`config.mk`:
```
export PLATFORM = sky130hd
export DESIGN_NAME = alu_iter
export DESIGN_NICKNAME = d
export VERILOG_FILES = /design/src/rtl/alu_pkg.sv /design/src/rtl/mul_shift_add.sv /design/src/rtl/alu_iter.sv
export SDC_FILE = /design/constraint.sdc
export NUM_CORES = 1
export LEC_CHECK = 0
export CAP_MARGIN = 20
export CORE_UTILIZATION = 30
export DETAILED_ROUTE_END_ITERATION = 16
export HOLD_SLACK_MARGIN = 0.12
export SYNTH_ARGS = -nofsm -noshare
export SYNTH_HDL_FRONTEND = slang
export SYNTH_SLANG_ARGS = --single-unit
```
`constraint.sdc`:
```
create_clock -name clk -period 1.8 [get_ports clk]
set_clock_uncertainty 0.1 [all_clocks]
set_input_delay 0.36 -clock clk [delete_from_list [all_inputs] [get_ports clk]]
set_output_delay 0.36 -clock clk [all_outputs]
set_load 0.01 [all_outputs]
```
`src/rtl/alu_pkg.sv`:
```
// alu_pkg: shared definitions for the iterative ALU.
// Holds the opcode class field values, the full 6-bit opcode constants
// (class in [5:4], operation in [3:0]) and the controller state type.
package alu_pkg;

  // Opcode class field, opCode[5:4]
  localparam logic [1:0] CLS_ARITH = 2'b01;
  localparam logic [1:0] CLS_REL   = 2'b10;
  localparam logic [1:0] CLS_MUL   = 2'b11;

  // Full opcodes
  localparam logic [5:0] OP_ADD = {CLS_ARITH, 4'b0000};
  localparam logic [5:0] OP_SUB = {CLS_ARITH, 4'b0001};
  localparam logic [5:0] OP_EQ  = {CLS_REL,   4'b0000};
  localparam logic [5:0] OP_LT  = {CLS_REL,   4'b0001};
  localparam logic [5:0] OP_LTU = {CLS_REL,   4'b0010};
  localparam logic [5:0] OP_MUL = {CLS_MUL,   4'b0000};

  typedef enum logic [1:0] {
    IDLE = 2'd0,
    BUSY = 2'd1,
    DONE = 2'd2
  } stateT;

endpackage

```
`src/rtl/mul_shift_add.sv`:
```
// mul_shift_add: iterative unsigned shift-add multiplier, one partial
// product per cycle. Only built when ALU_ITER_MUL_EN is defined.
// Ports:
//   clk, rst    clock, asynchronous active-high reset
//   start       load a/b and begin (one-cycle pulse)
//   a, b        WIDTH-bit operands, sampled on the start edge
//   done        high for one cycle once STEPS steps have completed
//   product     2*WIDTH-bit result, valid while done is high
`ifdef ALU_ITER_MUL_EN
module mul_shift_add #(
  parameter int WIDTH = 32,
  parameter int STEPS = WIDTH
) (
  input  logic               clk,
  input  logic               rst,
  input  logic               start,
  input  logic [WIDTH-1:0]   a,
  input  logic [WIDTH-1:0]   b,
  output logic               done,
  output logic [2*WIDTH-1:0] product
);

  localparam int CW = $clog2(STEPS + 1);

  logic [CW-1:0]      cntR;
  logic               runR;
  logic [2*WIDTH-1:0] accR;
  logic [2*WIDTH-1:0] mcandR;
  logic [WIDTH-1:0]   mplierR;

  assign done    = runR && (cntR == CW'(STEPS));
  assign product = accR;

  // Operand load and one shift-add step per cycle while running
  always_ff @(posedge clk or posedge rst) begin
    if (rst) begin
      cntR    <= {CW{1'b0}};
      runR    <= 1'b0;
      accR    <= {(2*WIDTH){1'b0}};
      mcandR  <= {(2*WIDTH){1'b0}};
      mplierR <= {WIDTH{1'b0}};
    end else if (start) begin
      cntR    <= {CW{1'b0}};
      runR    <= 1'b1;
      accR    <= {(2*WIDTH){1'b0}};
      mcandR  <= {{WIDTH{1'b0}}, a};
      mplierR <= b;
    end else if (done) begin
      runR <= 1'b0;
    end else if (runR) begin
      // Add the shifted multiplicand when the current multiplier bit is set
      if (mplierR[0]) begin
        accR <= accR + mcandR;
      end else begin
        accR <= accR;
      end
      mcandR  <= {mcandR[2*WIDTH-2:0], 1'b0};
      mplierR <= {1'b0, mplierR[WIDTH-1:1]};
      cntR    <= cntR + {{(CW-1){1'b0}}, 1'b1};
    end else begin
      runR <= 1'b0;
    end
  end

endmodule
`endif

```
`src/rtl/alu_iter.sv`:
```
// alu_iter: valid/ready ALU with single-cycle add/sub/compare and an
// optional iterative multiply.
// Build option: ALU_ITER_MUL_EN enables MUL (opcode 110000) through the
// mul_shift_add sub-module; without it that opcode is reported as illegal.
// Ports:
//   clk, rst              clock, asynchronous active-high reset
//   in_valid / in_ready   operand handshake (ready only when idle)
//   a, b                  WIDTH-bit operands
//   opCode                [5:4] class, [3:0] operation
//   cOptional             carry-in (ADD) / borrow-in (SUB)
//   out_valid / out_ready result handshake
//   ans                   WIDTH-bit result
//   ansOptional           carry-out / borrow-out / multiply overflow
//   z, n, err             zero, negative, illegal-opcode flags
module alu_iter
  import alu_pkg::*;
#(
  parameter int WIDTH = 32
) (
  input  logic             clk,
  input  logic             rst,
  input  logic             in_valid,
  output logic             in_ready,
  input  logic [WIDTH-1:0] a,
  input  logic [WIDTH-1:0] b,
  input  logic [5:0]       opCode,
  input  logic             cOptional,
  output logic             out_valid,
  input  logic             out_ready,
  output logic [WIDTH-1:0] ans,
  output logic             ansOptional,
  output logic             z,
  output logic             n,
  output logic             err
);

  stateT            stateR, stateNext;
  logic             loadRes;
  logic [WIDTH:0]   sum, diff;
  logic [WIDTH-1:0] aluAns, nextAns;
  logic             aluOpt, aluErr, nextOpt, nextErr;
  logic [WIDTH-1:0] ansR;
  logic             optR, zR, nR, errR;

`ifdef ALU_ITER_MUL_EN
  localparam int MUL_CYCLES = WIDTH;

  logic               mulStart;
  logic               mulDone;
  logic [2*WIDTH-1:0] product;

  assign mulStart = (stateR == IDLE) && in_valid && (opCode == OP_MUL);

  mul_shift_add #(
    .WIDTH(WIDTH),
    .STEPS(MUL_CYCLES)
  ) uMul (
    .clk    (clk),
    .rst    (rst),
    .start  (mulStart),
    .a      (a),
    .b      (b),
    .done   (mulDone),
    .product(product)
  );
`endif

  assign in_ready    = (stateR == IDLE);
  assign out_valid   = (stateR == DONE);
  assign ans         = ansR;
  assign ansOptional = optR;
  assign z           = zR;
  assign n           = nR;
  assign err         = errR;

  // State register
  always_ff @(posedge clk or posedge rst) begin
    if (rst) begin
      stateR <= IDLE;
    end else begin
      stateR <= stateNext;
    end
  end

  // Next-state logic and result-load strobe
  always_comb begin
    stateNext = stateR;
    loadRes   = 1'b0;
    case (stateR)
      IDLE: begin
        if (in_valid) begin
`ifdef ALU_ITER_MUL_EN
          if (opCode == OP_MUL) begin
            stateNext = BUSY;
          end else begin
            loadRes   = 1'b1;
            stateNext = DONE;
          end
`else
          loadRes   = 1'b1;
          stateNext = DONE;
`endif
        end else begin
          stateNext = IDLE;
        end
      end
`ifdef ALU_ITER_MUL_EN
      BUSY: begin
        if (mulDone) begin
          loadRes   = 1'b1;
          stateNext = DONE;
        end else begin
          stateNext = BUSY;
        end
      end
`endif
      DONE: begin
        if (out_ready) begin
          stateNext = IDLE;
        end else begin
          stateNext = DONE;
        end
      end
      default: stateNext = IDLE;
    endcase
  end

  // Single-cycle operations; anything unrecognised flags err with ans = 0
  always_comb begin
    sum    = {1'b0, a} + {1'b0, b} + {{WIDTH{1'b0}}, cOptional};
    // Bit WIDTH of the extended difference is the borrow: a < b + bin
    diff   = {1'b0, a} - {1'b0, b} - {{WIDTH{1'b0}}, cOptional};
    aluAns = {WIDTH{1'b0}};
    aluOpt = 1'b0;
    aluErr = 1'b0;
    case (opCode)
      OP_ADD: begin
        aluAns = sum[WIDTH-1:0];
        aluOpt = sum[WIDTH];
      end
      OP_SUB: begin
        aluAns = diff[WIDTH-1:0];
        aluOpt = diff[WIDTH];
      end
      OP_EQ:  aluAns = {{(WIDTH-1){1'b0}}, (a == b)};
      OP_LT:  aluAns = {{(WIDTH-1){1'b0}}, ($signed(a) < $signed(b))};
      OP_LTU: aluAns = {{(WIDTH-1){1'b0}}, (a < b)};
      default: aluErr = 1'b1;
    endcase
  end

  // Result source: multiplier product when finishing a multiply, else ALU
  always_comb begin
    nextAns = aluAns;
    nextOpt = aluOpt;
    nextErr = aluErr;
`ifdef ALU_ITER_MUL_EN
    if (stateR == BUSY) begin
      nextAns = product[WIDTH-1:0];
      nextOpt = |product[2*WIDTH-1:WIDTH];
      nextErr = 1'b0;
    end else begin
      nextAns = aluAns;
      nextOpt = aluOpt;
      nextErr = aluErr;
    end
`endif
  end

  // Result registers, held stable through DONE
  always_ff @(posedge clk or posedge rst) begin
    if (rst) begin
      ansR <= {WIDTH{1'b0}};
      optR <= 1'b0;
      zR   <= 1'b0;
      nR   <= 1'b0;
      errR <= 1'b0;
    end else if (loadRes) begin
      ansR <= nextAns;
      optR <= nextOpt;
      zR   <= (nextAns == {WIDTH{1'b0}});
      nR   <= nextAns[WIDTH-1];
      errR <= nextErr;
    end else begin
      ansR <= ansR;
      optR <= optR;
      zR   <= zR;
      nR   <= nR;
      errR <= errR;
    end
  end

endmodule

```
==> results of run 1 <==
-- cell usage in the layout, fill, tap and decap left out, types with 25 or more instances in the layout --
| cell type | netlist | routed |
|---|---|---|
| buf_4 | 1 | 399 |
| dfrtp_1 | 36 | 36 |
| a21oi_1 | 73 | 52 |
| inv_2 | 2 | 33 |
| inv_1 | 144 | 91 |
| dlygate4sd2_1 | 0 | 25 |
| nand2_1 | 61 | 52 |
| ha_1 | 125 | 68 |
| nor2_1 | 54 | 51 |
| clkdlybuf4s50_1 | 0 | 42 |
| ha_4 | 0 | 56 |
| buf_6 | 0 | 54 |
-- routing by layer --
| metal | vias to the layer above | share of wire, % |
|---|---|---|
| li1 | 4480 | - |
| met1 | 4420 | 46 |
| met2 | 268 | 46 |
| met3 | 64 | 4.2 |
| met4 | 0 | 3.0 |
| met5 | - | 0 |
-- power by group --
group | total (mW) | leakage, nW | switching (mW) | internal, mW
logic | 5.29 | 6.00 | 2.54 | 2.75
clock network | 0.829 | 0.0736 | 0.320 | 0.509
registers | 0.840 | 0.494 | 0.0123 | 0.828
total | 6.95 | 6.57 | 2.87 | 4.08
-- worst min path at each step --
stage                  end  slack, ps
4_1_cts        ansOptional        350
3_5_place_dp        ans[9]        370
2_1_floorplan    stateR[1]        360
5_1_grt        ansOptional        380
3_3_place_gp        ans[9]        360
6_report           ans[31]        340
-- state kept, by name, summed over array words and instances (netlist names) --
signal and flops:
ans 32, ansOptional 1, err 1, stateR 1, z 1
-- metrics by stage --
| stage | std cells | setup WS (ps) | TNS (ps) | hold slack, ps |
|---|---|---|---|---|
| final | 1797 | -1640 | -32560 | 341 |
| after global placement | 1720 | -2340 | -57400 | 362 |
| after floorplan | 955 | -1560 | -25510 | 356 |
| after CTS | 1786 | -1570 | -30090 | 349 |
| after detailed placement | 1720 | -2470 | -59690 | 375 |
| after global routing | 1797 | -1780 | -35140 | 377 |
-- cell usage after synthesis (all sizes together) (12+ instances only) --
library cell,number
inv,146
ha,125
a21oi,75
nand2,61
o21ai,57
nor2,54
dfrtp,36
xnor2,35
clkbuf,24
nor3,23
nand3,22
or3,19
nand4,18
a21o,17
o211ai,14
o31ai,14
a211oi,13
and3,13
o21bai,12
-- logic make-up after synthesis --
| kind of cell | after synthesis | synth area share [%] |
|---|---|---|
| buffers and inverters | 177 | 9.48 |
| and+or+nand+nor | 266 | 19.3 |
| adders and majority gates | 129 | 23.2 |
| xor gates and xnor gates | 46 | 5.68 |
| AOI/OAI and AO/OA | 297 | 29.2 |
| DFF | 36 | 12.7 |
| muxes | 4 | 0.564 |
-- layout make-up --
class / instances / area [um2]
Clock buffer: 5 / 125
Timing Repair Buffer: 551 / 4560
Fill cell: 1866 / 8790
Sequential cell: 36 / 901
Tap cell: 313 / 392
Multi-Input combinational cell: 742 / 7510
Clock inverter: 3 / 18.8
Inverter: 147 / 623
-- critical path, delay by kind of cell --
kind	cells	cell delay, ps
compound gates	7	1260
xor+xnor	1	170
fa+ha+maj	2	780
buf+inv	2	220
simple gates	3	680
-- what timing repair did --
| item | in CTS | in global routing |
|---|---|---|
| resized for setup | 458 | 108 |
| endpoints found under the setup margin | 35 | 36 |
| pin swaps | 149 | 103 |
| setup buffers | 73 | 26 |
==> out/metrics.yaml, run 1 <==
ios: 113
diodes: 0
cp_max_fo: 4
path_common_cell: "fa_2"
area_delta_synth_final_pct: 99.0
reg2reg_setup_slack_ps: 140
synth_top_area_cell: "ha_1"
synth_ff_type: "dfrtp_1"
numCtsBuffers: 5
crit_path_top_delay_cell: "fa_2"
fin_nets: 1687
grt_antenna_before_repair: 0
postCtsHoldBufs: 0
vias: 9232
fin_ws_ps: -1640
root_buffer: "clkbuf_16"
maxCapViolations: 0
core_area_um2: 22900
hpwl_mm: 22.7
wl_per_cell_um: 16.2
cp-endpoint: "z"
p_leak_nw: 6.57
drc: 0
gp_congestion: 0.908
reg2regPathDepth: 7
synthCells: 955
fmax_ghz: 0.291
synthArstFlopShare_pct: 100
cpPeakStageDelay_ps: 410
fin_crit_ps: 3440
rsz0062_at_grt: "yes"
min_path_type: "input port to async pin"
gr-max-usage-layer: "met2"
total_power_mw: 6.95
syn_nets: 1159
min_period_over_period_pct: 191
reg2reg_to: "z"
met2_usage_pct: 39.5
drt_iter0_markers: 481
grt_pass1_vias: 9242
syn_area_per_cell_um2: 7.43
grt_use_met1_pct: 31.5
cp_cell_sequence: "buf_8 > fa_2 > fa_2 > nor3b_2 > o21a_1 > buf_6 > a21o_1 > o21bai_4 > o31a_1 > nand2_1 > a21oi_2 > xnor2_2 > o22ai_2 > or3_1 > o41ai_2"
drv_slew: 0
wirelength_mm: 29.2
overflow: 0
hold_violations: 0
design_area_um2: 14100
end_kind: "register"
synth_cell_type_count: 80
crit_arrival_ps: 3510
grt_pass1_wl_mm: 46.1
yosysSeqAreaShare_pct: 12.7
track_usage_pct: 23.5
synth_top_area_share_pct: 22.0
dpl-instance-area_um2: 11900
cts_sinks: 36
mappedNetlistArea_um2: 7100
dr.pass1.iters: 5
insertion_delay_ps: 270
synth-seq-cells: 36
port_buffers: 112
postLayoutCoreUtil_pct: 61.6
die_area_um2: 24300
clk_path_buf_depth: 2
violations: "negative setup slack"
yosysWarningCount: 0
critPathLaunchType: "input port"
drive_above_1_share_pct: 52.9
die_x_um: 156
tightest_slew_ps: 515
outcome: "finished with violations"
cts_tree: "yes"
rows: 55
viasPerCell: 5.14
ant_nets: 0
r2r-start: "stateR[1]"
setup_viol: 33
crit_type: "input port to register"
synth_edf_count: 0
initial_core_util_pct: 31.0
synth.area.top_cells: "ha_1, dfrtp_1, inv_1"
clk_pin_slew_ps: 60
irDropWorstVdd_uv: 500
critPathLaunch: "a[0]"
htreeDepth: 2
power_density_nw_per_um2: 492
relSlewSlack_pct: 65.2
die_h_um: 156
grt.met3_usage_pct: 2.44
grt_max_degree: 37
cp.required_ps: 1870
Note: power is estimated with default switching activity, not from simulation.
==> run 2: changes to the inputs <==
--- a/config.mk
+++ b/config.mk
@@ -5,7 +5,6 @@
 export SDC_FILE = /design/constraint.sdc
 export NUM_CORES = 1
 export LEC_CHECK = 0
-export CAP_MARGIN = 20
 export CORE_UTILIZATION = 30
 export DETAILED_ROUTE_END_ITERATION = 16
 export HOLD_SLACK_MARGIN = 0.12
==> results of run 2 <==
The final DEF is identical to that of run 1; final timing and power are the same.
